--- src/rtl/sdcrtt_reg.sv ---
// rtl/sdcrtt_reg.sv - WIDTH-bit register with per-bit set/clear, complementary outputs and 8 operation modes
//
// Ports:
//   clk   - clock, all state updates on rising edge
//   nr    - synchronous active-low reset (overrides everything else)
//   en    - mode operation enable; when low the mode result is the current q
//   mode  - 000 hold, 001 load, 010 toggle, 011 shift left, 100 shift right,
//           101 rotate left, 110 count up, 111 count down
//   d     - parallel load data / toggle mask
//   s, r  - per-bit synchronous set / clear, applied after the mode result
//   sin   - serial input for the shift modes
//   q     - register value
//   nq    - registered complement of q
//   sout  - last bit shifted or rotated out
//   co    - one-cycle count wrap pulse
module sdcrtt_reg #(
    parameter int                 WIDTH     = 8,
    parameter logic [WIDTH-1:0]   RESET_VAL = '0,
    parameter int                 CONFLICT  = 0
) (
    input  logic             clk,
    input  logic             nr,
    input  logic             en,
    input  logic [2:0]       mode,
    input  logic [WIDTH-1:0] d,
    input  logic [WIDTH-1:0] s,
    input  logic [WIDTH-1:0] r,
    input  logic             sin,
    output logic [WIDTH-1:0] q,
    output logic [WIDTH-1:0] nq,
    output logic             sout,
    output logic             co
);

    localparam logic [2:0] MODE_HOLD   = 3'b000;
    localparam logic [2:0] MODE_LOAD   = 3'b001;
    localparam logic [2:0] MODE_TOGGLE = 3'b010;
    localparam logic [2:0] MODE_SHL    = 3'b011;
    localparam logic [2:0] MODE_SHR    = 3'b100;
    localparam logic [2:0] MODE_ROL    = 3'b101;
    localparam logic [2:0] MODE_INC    = 3'b110;
    localparam logic [2:0] MODE_DEC    = 3'b111;

    localparam logic [WIDTH-1:0] ONE = {{(WIDTH-1){1'b0}}, 1'b1};

    logic [WIDTH-1:0] m;
    logic [WIDTH-1:0] q_nxt;
    logic             sout_nxt;
    logic             co_nxt;

    // Mode result, shift-out bit and wrap flag; co reflects the arithmetic
    // wrap only, so set/clear overrides on the wrap cycle do not mask it.
    always_comb begin
        m        = q;
        sout_nxt = sout;
        co_nxt   = 1'b0;
        if (en) begin
            case (mode)
                MODE_HOLD:   m = q;
                MODE_LOAD:   m = d;
                MODE_TOGGLE: m = q ^ d;
                MODE_SHL: begin
                    m        = {q[WIDTH-2:0], sin};
                    sout_nxt = q[WIDTH-1];
                end
                MODE_SHR: begin
                    m        = {sin, q[WIDTH-1:1]};
                    sout_nxt = q[0];
                end
                MODE_ROL: begin
                    m        = {q[WIDTH-2:0], q[WIDTH-1]};
                    sout_nxt = q[WIDTH-1];
                end
                MODE_INC: begin
                    m      = q + ONE;
                    co_nxt = &q;
                end
                MODE_DEC: begin
                    m      = q - ONE;
                    co_nxt = ~|q;
                end
                default: m = q;
            endcase
        end
    end

    // Per-bit overrides. Bits with exactly one of s/r asserted are forced;
    // bits with both asserted resolve according to CONFLICT (anything other
    // than 1 or 2 leaves the mode result in place).
    always_comb begin
        q_nxt = m;
        if (CONFLICT == 1) begin
            q_nxt = (m & ~r) | s;
        end else if (CONFLICT == 2) begin
            q_nxt = (m | s) & ~r;
        end else begin
            q_nxt = (m & ~(r & ~s)) | (s & ~r);
        end
    end

    always_ff @(posedge clk) begin
        if (!nr) begin
            q    <= RESET_VAL;
            nq   <= ~RESET_VAL;
            sout <= 1'b0;
            co   <= 1'b0;
        end else begin
            q    <= q_nxt;
            nq   <= ~q_nxt;
            sout <= sout_nxt;
            co   <= co_nxt;
        end
    end

endmodule

--- config.mk ---
export PLATFORM = sky130hd
export DESIGN_NAME = sdcrtt_reg
export DESIGN_NICKNAME = d
export VERILOG_FILES = /design/src/rtl/sdcrtt_reg.sv
export SDC_FILE = /design/constraint.sdc
export NUM_CORES = 1
export LEC_CHECK = 0
export ABC_CLOCK_PERIOD_IN_PS = 5900
export CAP_MARGIN = 20
export CORE_MARGIN = 10
export CORE_UTILIZATION = 50
export CTS_CLUSTER_DIAMETER = 50
export DETAILED_ROUTE_END_ITERATION = 8
export PLACE_DENSITY = 0.93
export SETUP_SLACK_MARGIN = 0.02
export SYNTH_ARGS = -nofsm -noshare
export SYNTH_HDL_FRONTEND = slang
export SYNTH_SLANG_ARGS = --single-unit
--- constraint.sdc ---
create_clock -name clk -period 5.9 [get_ports clk]
set_input_delay 1.18 -clock clk [delete_from_list [all_inputs] [get_ports clk]]
set_output_delay 1.18 -clock clk [all_outputs]
set_load 0.01 [all_outputs]
Word level (Yosys, flattened, before mapping)
Cells that the tools add are included.
{"block": "totals", "register_bits": 18, "output_inout_bits": 18, "elab_cells": 34}
{"block": "classes", "eq_ne": 7, "addsub": 2, "n_reduce_logical": 8, "mux": 4, "bitwise": 9}
{"op": "$pmux 8 s8", "n": 1}
{"op": "$not 8->8", "n": 4}
{"op": "$and 8x8->8", "n": 3}
{"op": "$eq 3x3->1 const B", "n": 4}
{"op": "$add 8x1->8 const B", "n": 1}
{"op": "$mux 8", "n": 1}
{"op": "$or 8x8->8", "n": 1}
{"op": "$reduce_and 8->1", "n": 1}
{"op": "$reduce_or 8->1", "n": 1}
{"op": "$sub 8x1->8 const B", "n": 1}
{"op": "$xor 8x8->8", "n": 1}
{"op": "$eq 3x2->1 const B", "n": 2}
{"op": "$pmux 1 s2", "n": 2}
{"op": "$reduce_and 2->1", "n": 2}
{"op": "$eq 3x1->1 const B", "n": 1}
{"op": "$logic_not 3->1", "n": 1}
{"op": "$reduce_bool 2->1", "n": 1}
{"op": "$reduce_or 2->1", "n": 1}
{"op": "$logic_not 1->1", "n": 1}

Longest topological paths before layout
Gate-level depths: netlist of run 1.
{"block": "depth", "depth_word": 6, "mapped_depth": 11}

Worst setup path after synthesis of run 1
No wires, ideal clock.
{"block": "synth_timing", "path_type": "input to register", "start": "in mode[0]", "end": "reg q[1]", "stages": 10, "arrival_time_ns": 3.112, "n_path_buf": 2, "slack_ns": 2.673, "required_time_ns": 5.785, "path_cell_list": "buf_4 -> buf_2 -> nand3_1 -> xnor2_1 -> ha_1 -> a32oi_2 -> nand3_1 -> o32a_1 -> maj3_2 -> and2_1"}
{"block": "synth_via", "elab_chain_cells": 5, "elab_cells_between_ends": 12}
{"element": "start, declared", "line": "24", "rtl": "input logic [2:0] mode,"}
{"element": "$eq 3x3->1 (tied with other cells)", "line": "58", "rtl": "case (mode)"}
{"element": "$pmux 8 s8 (*)", "line": "58"}
{"element": "$mux 8 (*)", "line": "57", "rtl": "if (en) begin"}
{"element": "$and 8x8->8 (*)", "line": "97", "rtl": "q_nxt = (m & ~(r & ~s)) | (s & ~r);"}
{"element": "$or 8x8->8 (*)", "line": "97"}
{"element": "end signal, assigned", "line": "108", "rtl": "q <= q_nxt;"}
{"element": "end, declared", "line": "29", "rtl": "output logic [WIDTH-1:0] q,"}
Mark *: on every way between the ends. The rest lies on a longest branch, timed or not.
A chain may end at the register's enable or synchronous reset.

Worst setup path in the final report of run 1
{"block": "layout_timing", "start": "in mode[2]", "end": "reg q[1]"}
The elaborated chain is that of the path after synthesis.

==> reports/qor.csv, run 1 <==
metric,value,unit
outcome,"complete, no violations",
Finish-stage setup viols,0,
PwrDens,179,nW/um^2
clock tree from TritonCTS,done,
pin count of the biggest net entering global routing,36,
hold_buf cts,0,
Post-CTS Setup Bufs,0,
Iter 0 DRT Violations,175,
die width,75.4,um
simple-gate share of the synthesized area,26.2,%
clock input transition at the sequential cells of the worst setup and hold paths,100,ps
largest area contributor in the netlist,dfxtp_1,
fin area,2010,um^2
leakage power,0.747,nW
Synth Area in XOR/XNOR,4.00,%
drt pass-1 iters,4,
share of Yosys cell area claimed by the top area cell type,23.5,%
Setup crit end,q[1]$_SDFF_PN0_,
Worst Max-Slew Pin Slew,893,ps
RSZ-0062 raised after global routing,false,
Final ANT Viol Nets,0,
CP startpoint kind,primary input,
drt total wl,4.26,mm
Ant. Diodes,0,
Post-synth top cells,"dfxtp_1, a21oi_1, inv_1, nand2_1, nor2_1",
clk sinks,18,
Period minus WS final,3980,ps
Hold Path Depth,2,
worst r2r src,q[1]$_SDFF_PN0_,
dpl ws,1640,ps
CP max FO,24,
logic gate share of total power,37.6,%
final period utilization,67.5,%
warnings from Yosys,0,
mux cell area share after synthesis,2.77,%
Worst Skew,0.605,ps
Root Buffer,clkbuf_4,
Clock Path Buffers,2,
Post-Synth Adder-Cell Area,3.02,%
Remaining DRCs,0,
starting density of the core,51.1,%
layout cells sized above 1,9.52,%
Post-Synthesis Net Count,225,
Seq cells post-synth,18,
Worst setup startpoint,mode[2],
Critical R2R Capture,q[1]$_SDFF_PN0_,
Net Sw Power,116,uW
Area after DPL,1980,um^2
# port buffers,48,
GP Congestion,0.876,
clock share of power,20.9,%
Die Ht,75.4,um
drt via density,6.13,
Fill cells,259,
register share of total power,41.5,%
Required @ worst endpoint,6090,ps
Sw Ratio,32.3,%
initial antenna violation count,0,
Syn Inst Count,193,
max_slew headroom,40.0,%
CTS H-tree depth,1,
"Cell Area, Synth",1530,um^2
Mean Syn Cell Area,7.95,um^2
WS Path Type,in -> reg,
nets,264,
setup TNS,0,ps
FF-to-FF setup slack,3680,ps
worst setup margin,1920,ps
Std-Cell Rows,20,
die area,5680,um^2
Worst-Skew Late Latency,290,ps
number of max-cap violations,0,
largest family of logic cells by synthesized area,compound AO/OA/AOI/OAI gates,
ys async rst share,0,%
peak supply drop,0.000224,V
vias in the first global route,1519,
# IOs,49,
"count leader, synth",dfxtp_1,
sequential cell area fraction in the yosys report,23.5,%
Post-synth EDFFs,0,
Reg2Reg Depth,7,
Internal,243,uW
Max Slew Vio Count,0,
Resize count post-CTS,0,
library cells used by synthesis,64,
WL per Instance,16.1,um
"Top FF cell, synth",dfxtp_1,
P&R area growth vs syn,31.2,%
Hold Path Class,reg -> reg,
Final HPWL DP,3.22,mm
WP data arrival,4170,ps
Hold Fails Final Rpt,0,
total congestion overflow,0,
FMAX,251,MHz
fraction of the mapped netlist area in compound gates,31.2,%
vias after detailed routing,1617,
GRT Resource Usage Total,15.6,%
CTS Buf Count,3,
Crit. End Element,register,
largest cells by area after synthesis,"dfxtp_1, a21oi_1, inv_1",
core area,3000,um^2
first-pass GRT wire length,7.22,mm
## cell families (layout without fill, tap and decap cells)
kind of cell,Yosys count,after routing
xor gates and xnor gates,7,7
AOI/OAI and AO/OA,64,64
muxes,4,4
and+or+nand+nor,67,67
adders and majority gates,4,4
buffers and inverters,29,67
DFF,18,18
## metal layers
layer / global-route usage, % / share of wire, % / vias to the layer above
li1: - / - / 795
met1: 20.2 / 43 / 727
met2: 25.2 / 46 / 89
met3: 4.56 / 10 / 6
met4: 2.68 / 1.3 / 0
met5: 0 / 0 / -
## power groups by stage
stage          Clock (mW)  Sequential, mW  Combinational (mW)
2_1_floorplan           0           0.146              0.0847
3_3_place_gp            0           0.151               0.132
3_5_place_dp            0           0.151               0.134
4_1_cts            0.0776           0.148               0.135
5_1_grt            0.0823           0.151               0.149
6_report           0.0752           0.149               0.135
## flip-flops by register name, summed over array words and instances (netlist names)
name  count
nq        8
co        1
q         8
sout      1
## metrics by stage
stage,hold slack (ps),power [mW],util [%],std cells
final,615,0.359,67.0,264
after detailed placement,595,0.285,65.8,260
after global routing,658,0.383,67.0,264
after CTS,618,0.361,67.0,264
after global placement,579,0.283,65.8,260
after floorplan,624,0.231,-,193
## critical path, cell delays in order
cell and delay (ps):
clkdlybuf4s50_1 980, nand3_1 380, xnor2_1 220, ha_1 300, a32oi_2 190, nand3_1 100, o32a_1 350, maj3_2 310
and2_1 150
## placed cells by master (no fill, tap or decap), drive strengths merged, types with 3 or more instances in the layout
cell           netlist  layout
dfxtp               18      18
maj3                 3       3
o22ai                5       5
a22oi                4       4
inv                 13      13
a21oi               12      12
a32oi                3       3
o21ai                9       9
a31oi                3       3
nor2b                5       5
a221oi               4       4
nand3                8       8
nand2b               4       4
clkbuf               6       4
clkdlybuf4s50        0      48
and2                 6       6
nor3b                3       3
xor2                 4       4
xnor2                3       3
nor2                11      11
nand2               12      12
## how the worst min path moves through the flow
stage / endpoint / from / slack, ps
detailed placement: sout$_SDFFE_PN0P_ / sout$_SDFFE_PN0P_ / 590
global route: sout$_SDFFE_PN0P_ / sout$_SDFFE_PN0P_ / 660
floorplan: sout$_SDFFE_PN0P_ / sout$_SDFFE_PN0P_ / 620
global placement: sout$_SDFFE_PN0P_ / sout$_SDFFE_PN0P_ / 580
finish: sout$_SDFFE_PN0P_ / sout$_SDFFE_PN0P_ / 620
CTS: sout$_SDFFE_PN0P_ / sout$_SDFFE_PN0P_ / 620
## layout make-up
class / instances / area (um^2) / area share, %
Sequential cell: 18 / 360 / 17.9
Clock buffer: 4 / 36.3 / 1.80
Timing Repair Buffer: 50 / 495 / 24.6
Tap cell: 33 / 41.3 / 2.05
Inverter: 13 / 48.8 / 2.43
Multi-Input combinational cell: 146 / 1030 / 51.2
Note: power is estimated with default switching activity, not from simulation.
==> run 2: changes to the inputs <==
- ABC_CLOCK_PERIOD_IN_PS: 5900 -> 3250
- CORE_UTILIZATION: 50 -> 42
- PLACE_DENSITY: 0.93 -> 0.84
- clock period: 5.9 -> 3.25 ns (I/O delays scaled with it)
==> reports/qor.csv, run 2 (same netlist as run 1, synthesis figures left out) <==
metric,value,unit
vias in the first global route,1621,
Remaining DRCs,0,
Crit. End Element,register,
leakage power,0.778,nW
Root Buffer,clkbuf_8,
peak supply drop,0.000274,V
fin area,2080,um^2
Iter 0 DRT Violations,149,
Final HPWL DP,3.56,mm
logic gate share of total power,35.4,%
first-pass GRT wire length,7.62,mm
final period utilization,81.9,%
drt total wl,4.74,mm
Ant. Diodes,0,
drt via density,5.87,
die area,6470,um^2
Worst-Skew Late Latency,260,ps
number of max-cap violations,0,
CTS Buf Count,3,
Hold Path Depth,2,
Hold Path Sink,sout$_SDFFE_PN0P_,
Area after DPL,2030,um^2
nets,269,
Post-CTS Setup Bufs,0,
"most common cell after layout, fill and taps aside",clkdlybuf4s50_1,
Required @ worst endpoint,3460,ps
CP startpoint kind,primary input,
FF-to-FF setup slack,1050,ps
CTS H-tree depth,1,
GRT Resource Usage Total,14.6,%
pin count of the biggest net entering global routing,35,
Critical R2R Capture,q[4]$_SDFF_PN0_,
Clock Path Buffers,2,
dpl ws,340,ps
outcome,"complete, no violations",
Worst setup startpoint,mode[0],
clock tree from TritonCTS,done,
die width,80.4,um
# IOs,49,
Worst Max-Slew Pin Slew,566,ps
WS Path Type,in -> reg,
total congestion overflow,0,
Finish-stage setup viols,0,
Top Registers,"nq x8, q x8",
"commonest non-fill, non-tap cells in the layout","clkdlybuf4s50_1, dfxtp_1, inv_1, a21oi_1, nand2_1",
clock input transition at the sequential cells of the worst setup and hold paths,70,ps
vias after detailed routing,1656,
WP data arrival,2870,ps
Reg2Reg Depth,7,
GP Congestion,0.892,
WL per Instance,16.8,um
dpl cells,278,
hold path startpoint,sout$_SDFFE_PN0P_,
starting density of the core,44.6,%
layout cells sized above 1,11.4,%
Hold Fails Final Rpt,0,
clock share of power,26.7,%
Hold Path Class,reg -> reg,
P&R area growth vs syn,35.9,%
worst r2r src,q[1]$_SDFF_PN0_,
setup TNS,0,ps
Final ANT Viol Nets,0,
CP max FO,34,
hold_buf cts,0,
register share of total power,37.9,%
Std-Cell Rows,21,
Max Slew Vio Count,0,
initial antenna violation count,0,
core area,3440,um^2
worst setup margin,588,ps
RSZ-0062 raised after global routing,false,
Worst Skew,2.11,ps
max_slew headroom,62.0,%
Pwr Total,713,uW
Internal,485,uW
FMAX,376,MHz
Resize count post-CTS,0,
Sw Ratio,32.0,%
PwrDens,342,nW/um^2
Period minus WS final,2660,ps
Net Sw Power,228,uW
Finished Layout Cells,282,
drt pass-1 iters,4,
Die Ht,80.4,um
# port buffers,48,
clk sinks,18,
run 2: cell count changes in the layout (fill, tap and decap cells not counted), sizes merged:
cell | before | now
buf | 2 | 7
run 2: routing by layer:
metal / track usage [%] / share of wire, % / vias up
li1: - / - / 811
met1: 17.4 / 42 / 766
met3: 4.34 / 8.6 / 12
met5: 0 / 0 / -
met2: 23.2 / 47 / 67
met4: 6.69 / 2.4 / 0
run 2: layout make-up:
cell class                      instances  area [um^2]
Fill cell                             308         1360
Multi-Input combinational cell        146         1030
Timing Repair Buffer                   55          533
Sequential cell                        18          360
Tap cell                               46         57.6
Clock buffer                            4         55.1
Inverter                               13         48.8
run 2: power groups by stage:
stage	Sequential (mW)	Clock, mW	Combinational, mW
after CTS	0.270	0.193	0.252
after detailed placement	0.275	0	0.250
final	0.271	0.190	0.252
after floorplan	0.265	0	0.154
after global routing	0.274	0.207	0.275
after global placement	0.274	0	0.245
run 2: how the worst max path moves through the flow:
stage | slack [ps] | cells past startpoint | end
finish | 590 | 8 | q[5]$_SDFF_PN0_
global route | 480 | 9 | q[1]$_SDFF_PN0_
CTS | 620 | 8 | q[4]$_SDFF_PN0_
detailed placement | 340 | 8 | q[4]$_SDFF_PN0_
global placement | 390 | 8 | q[4]$_SDFF_PN0_
floorplan | 550 | 10 | q[1]$_SDFF_PN0_
run 2: per-stage QoR:
stage	util, %	hold slack, ps
floorplan	-	624
global placement	59.0	589
CTS	60.6	608
global route	60.6	650
finish	60.6	601
detailed placement	59.0	590
run 2: critical path, cell delays in order:
cell	delay (ps)
clkdlybuf4s50_1	480
buf_4	320
or4b_4	550
o32ai_2	250
xnor2_1	150
nand2_1	70
a31oi_1	220
o21a_1	150
==> run 3: changes to the inputs <==
- ABC_CLOCK_PERIOD_IN_PS: 3250 -> 2600
- CORE_UTILIZATION: 42 -> 46
- PLACE_DENSITY: 0.84 -> 0.87
- clock period: 3.25 -> 2.6 ns (I/O delays scaled with it)
==> reports/qor.csv, run 3 (same netlist as run 1, synthesis figures left out) <==
metric,value,unit
layout cells sized above 1,16.1,%
Hold Path Depth,2,
Worst setup startpoint,mode[0],
FF-to-FF setup slack,400,ps
die width,77.7,um
Period minus WS final,2460,ps
Worst-Skew Late Latency,300,ps
Post-CTS Setup Bufs,0,
outcome,"complete, no violations",
leakage power,0.834,nW
Die Ht,77.7,um
peak supply drop,0.000417,V
Pwr Total,840,uW
pin count of the biggest net entering global routing,26,
Top Registers,"nq x8, q x8",
CP startpoint kind,primary input,
WS Path Type,in -> reg,
P&R area growth vs syn,40.9,%
core area,3130,um^2
max_slew headroom,63.6,%
worst setup margin,143,ps
Worst Skew,7.59,ps
CP Cell Sequence,"clkdlybuf4s50_1, nand3_1, xnor2_1, ha_1, a32oi_2, nand3_1, o32a_1, maj3_2, and2_1",
starting density of the core,49.0,%
worst r2r src,q[1]$_SDFF_PN0_,
die area,6040,um^2
WL per Instance,15.4,um
Ant. Diodes,0,
Final HPWL DP,3.51,mm
vias after detailed routing,1696,
Worst path max stage delay,500,ps
Hold Path Class,reg -> reg,
Max Slew Vio Count,0,
Resize count post-CTS,0,
nets,282,
# port buffers,48,
Finish-stage setup viols,0,
CTS Buf Count,3,
drt via density,5.79,
Reg2Reg Depth,7,
Final ANT Viol Nets,0,
Std-Cell Rows,20,
PwrDens,389,nW/um^2
Hold Fails Final Rpt,0,
Iter 0 DRT Violations,121,
hold_buf cts,0,
Root Buffer,clkbuf_4,
first-pass GRT wire length,7.46,mm
dpl ws,-177,ps
Worst Max-Slew Pin Slew,545,ps
FMAX,407,MHz
clock tree from TritonCTS,done,
GP Congestion,0.945,
WP data arrival,2650,ps
initial antenna violation count,0,
slowest cell on the critical path,clkdlybuf4s50_1,
Clock Path Buffers,2,
vias in the first global route,1503,
CP most frequent cell,nand3_1,
Setup crit end,q[1]$_SDFF_PN0_,
GRT Resource Usage Total,14.4,%
clk sinks,18,
"commonest non-fill, non-tap cells in the layout","clkdlybuf4s50_1, buf_4, dfxtp_1",
Required @ worst endpoint,2800,ps
CP max FO,2,
clock input transition at the sequential cells of the worst setup and hold paths,110,ps
Area after DPL,2120,um^2
Crit. End Element,register,
final period utilization,94.5,%
CTS H-tree depth,1,
drt pass-1 iters,4,
drt total wl,4.52,mm
# IOs,49,
total congestion overflow,0,
Critical R2R Capture,q[1]$_SDFF_PN0_,
"most common cell after layout, fill and taps aside",clkdlybuf4s50_1,
fin area,2160,um^2
RSZ-0062 raised after global routing,false,
number of max-cap violations,0,
Remaining DRCs,0,
-- run 3: cell types whose count changed in the layout (fill, tap and decap cells not counted), sizes merged --
cell and change:
buf +13
-- run 3: worst min-delay path by stage --
stage	from	to	slack [ps]
floorplan	sout$_SDFFE_PN0P_	sout$_SDFFE_PN0P_	620
global placement	sout$_SDFFE_PN0P_	sout$_SDFFE_PN0P_	580
detailed placement	sout$_SDFFE_PN0P_	sout$_SDFFE_PN0P_	590
CTS	sout$_SDFFE_PN0P_	sout$_SDFFE_PN0P_	610
global route	sout$_SDFFE_PN0P_	sout$_SDFFE_PN0P_	660
finish	sout$_SDFFE_PN0P_	sout$_SDFFE_PN0P_	620
-- run 3: worst max-delay path: cells and delay by family --
family,cells,cell delay [ps]
AND/OR/NAND/NOR,3,350
adder cells (fa/ha/maj),2,600
AO/OA/AOI/OAI,2,520
buffers and inverters,1,500
XOR/XNOR,1,150
-- run 3: metrics by stage --
stage | setup TNS, ps | hold WS (ps) | std cells | utilization [%]
6_report | 0 | 615 | 293 | 69.1
5_1_grt | 0 | 661 | 293 | 69.1
4_1_cts | 0 | 613 | 293 | 69.1
3_5_place_dp | -715 | 586 | 289 | 67.9
3_3_place_gp | -395 | 581 | 289 | 67.9
2_1_floorplan | 0 | 624 | 193 | -
-- run 3: layout make-up --
cell class,instances,area [um^2]
clock buffer,4,36.3
fill,240,967
inverter,13,48.8
multi-input combinational,146,1030
sequential,18,360
tap,44,55.1
timing repair buffer,68,631
-- run 3: routing by layer --
| metal | track usage, % | vias to the layer above | share of wire (%) |
|---|---|---|---|
| met1 | 17.8 | 770 | 43 |
| li1 | - | 837 | - |
| met5 | 0 | - | 0 |
| met4 | 2.37 | 0 | 1.3 |
| met2 | 23.5 | 83 | 47 |
| met3 | 5.18 | 6 | 9.1 |
-- run 3: power by group --
group | internal [mW] | total (mW) | switching [mW]
logic | 0.185 | 0.328 | 0.143
clock network | 0.0855 | 0.174 | 0.0883
registers | 0.299 | 0.338 | 0.0388
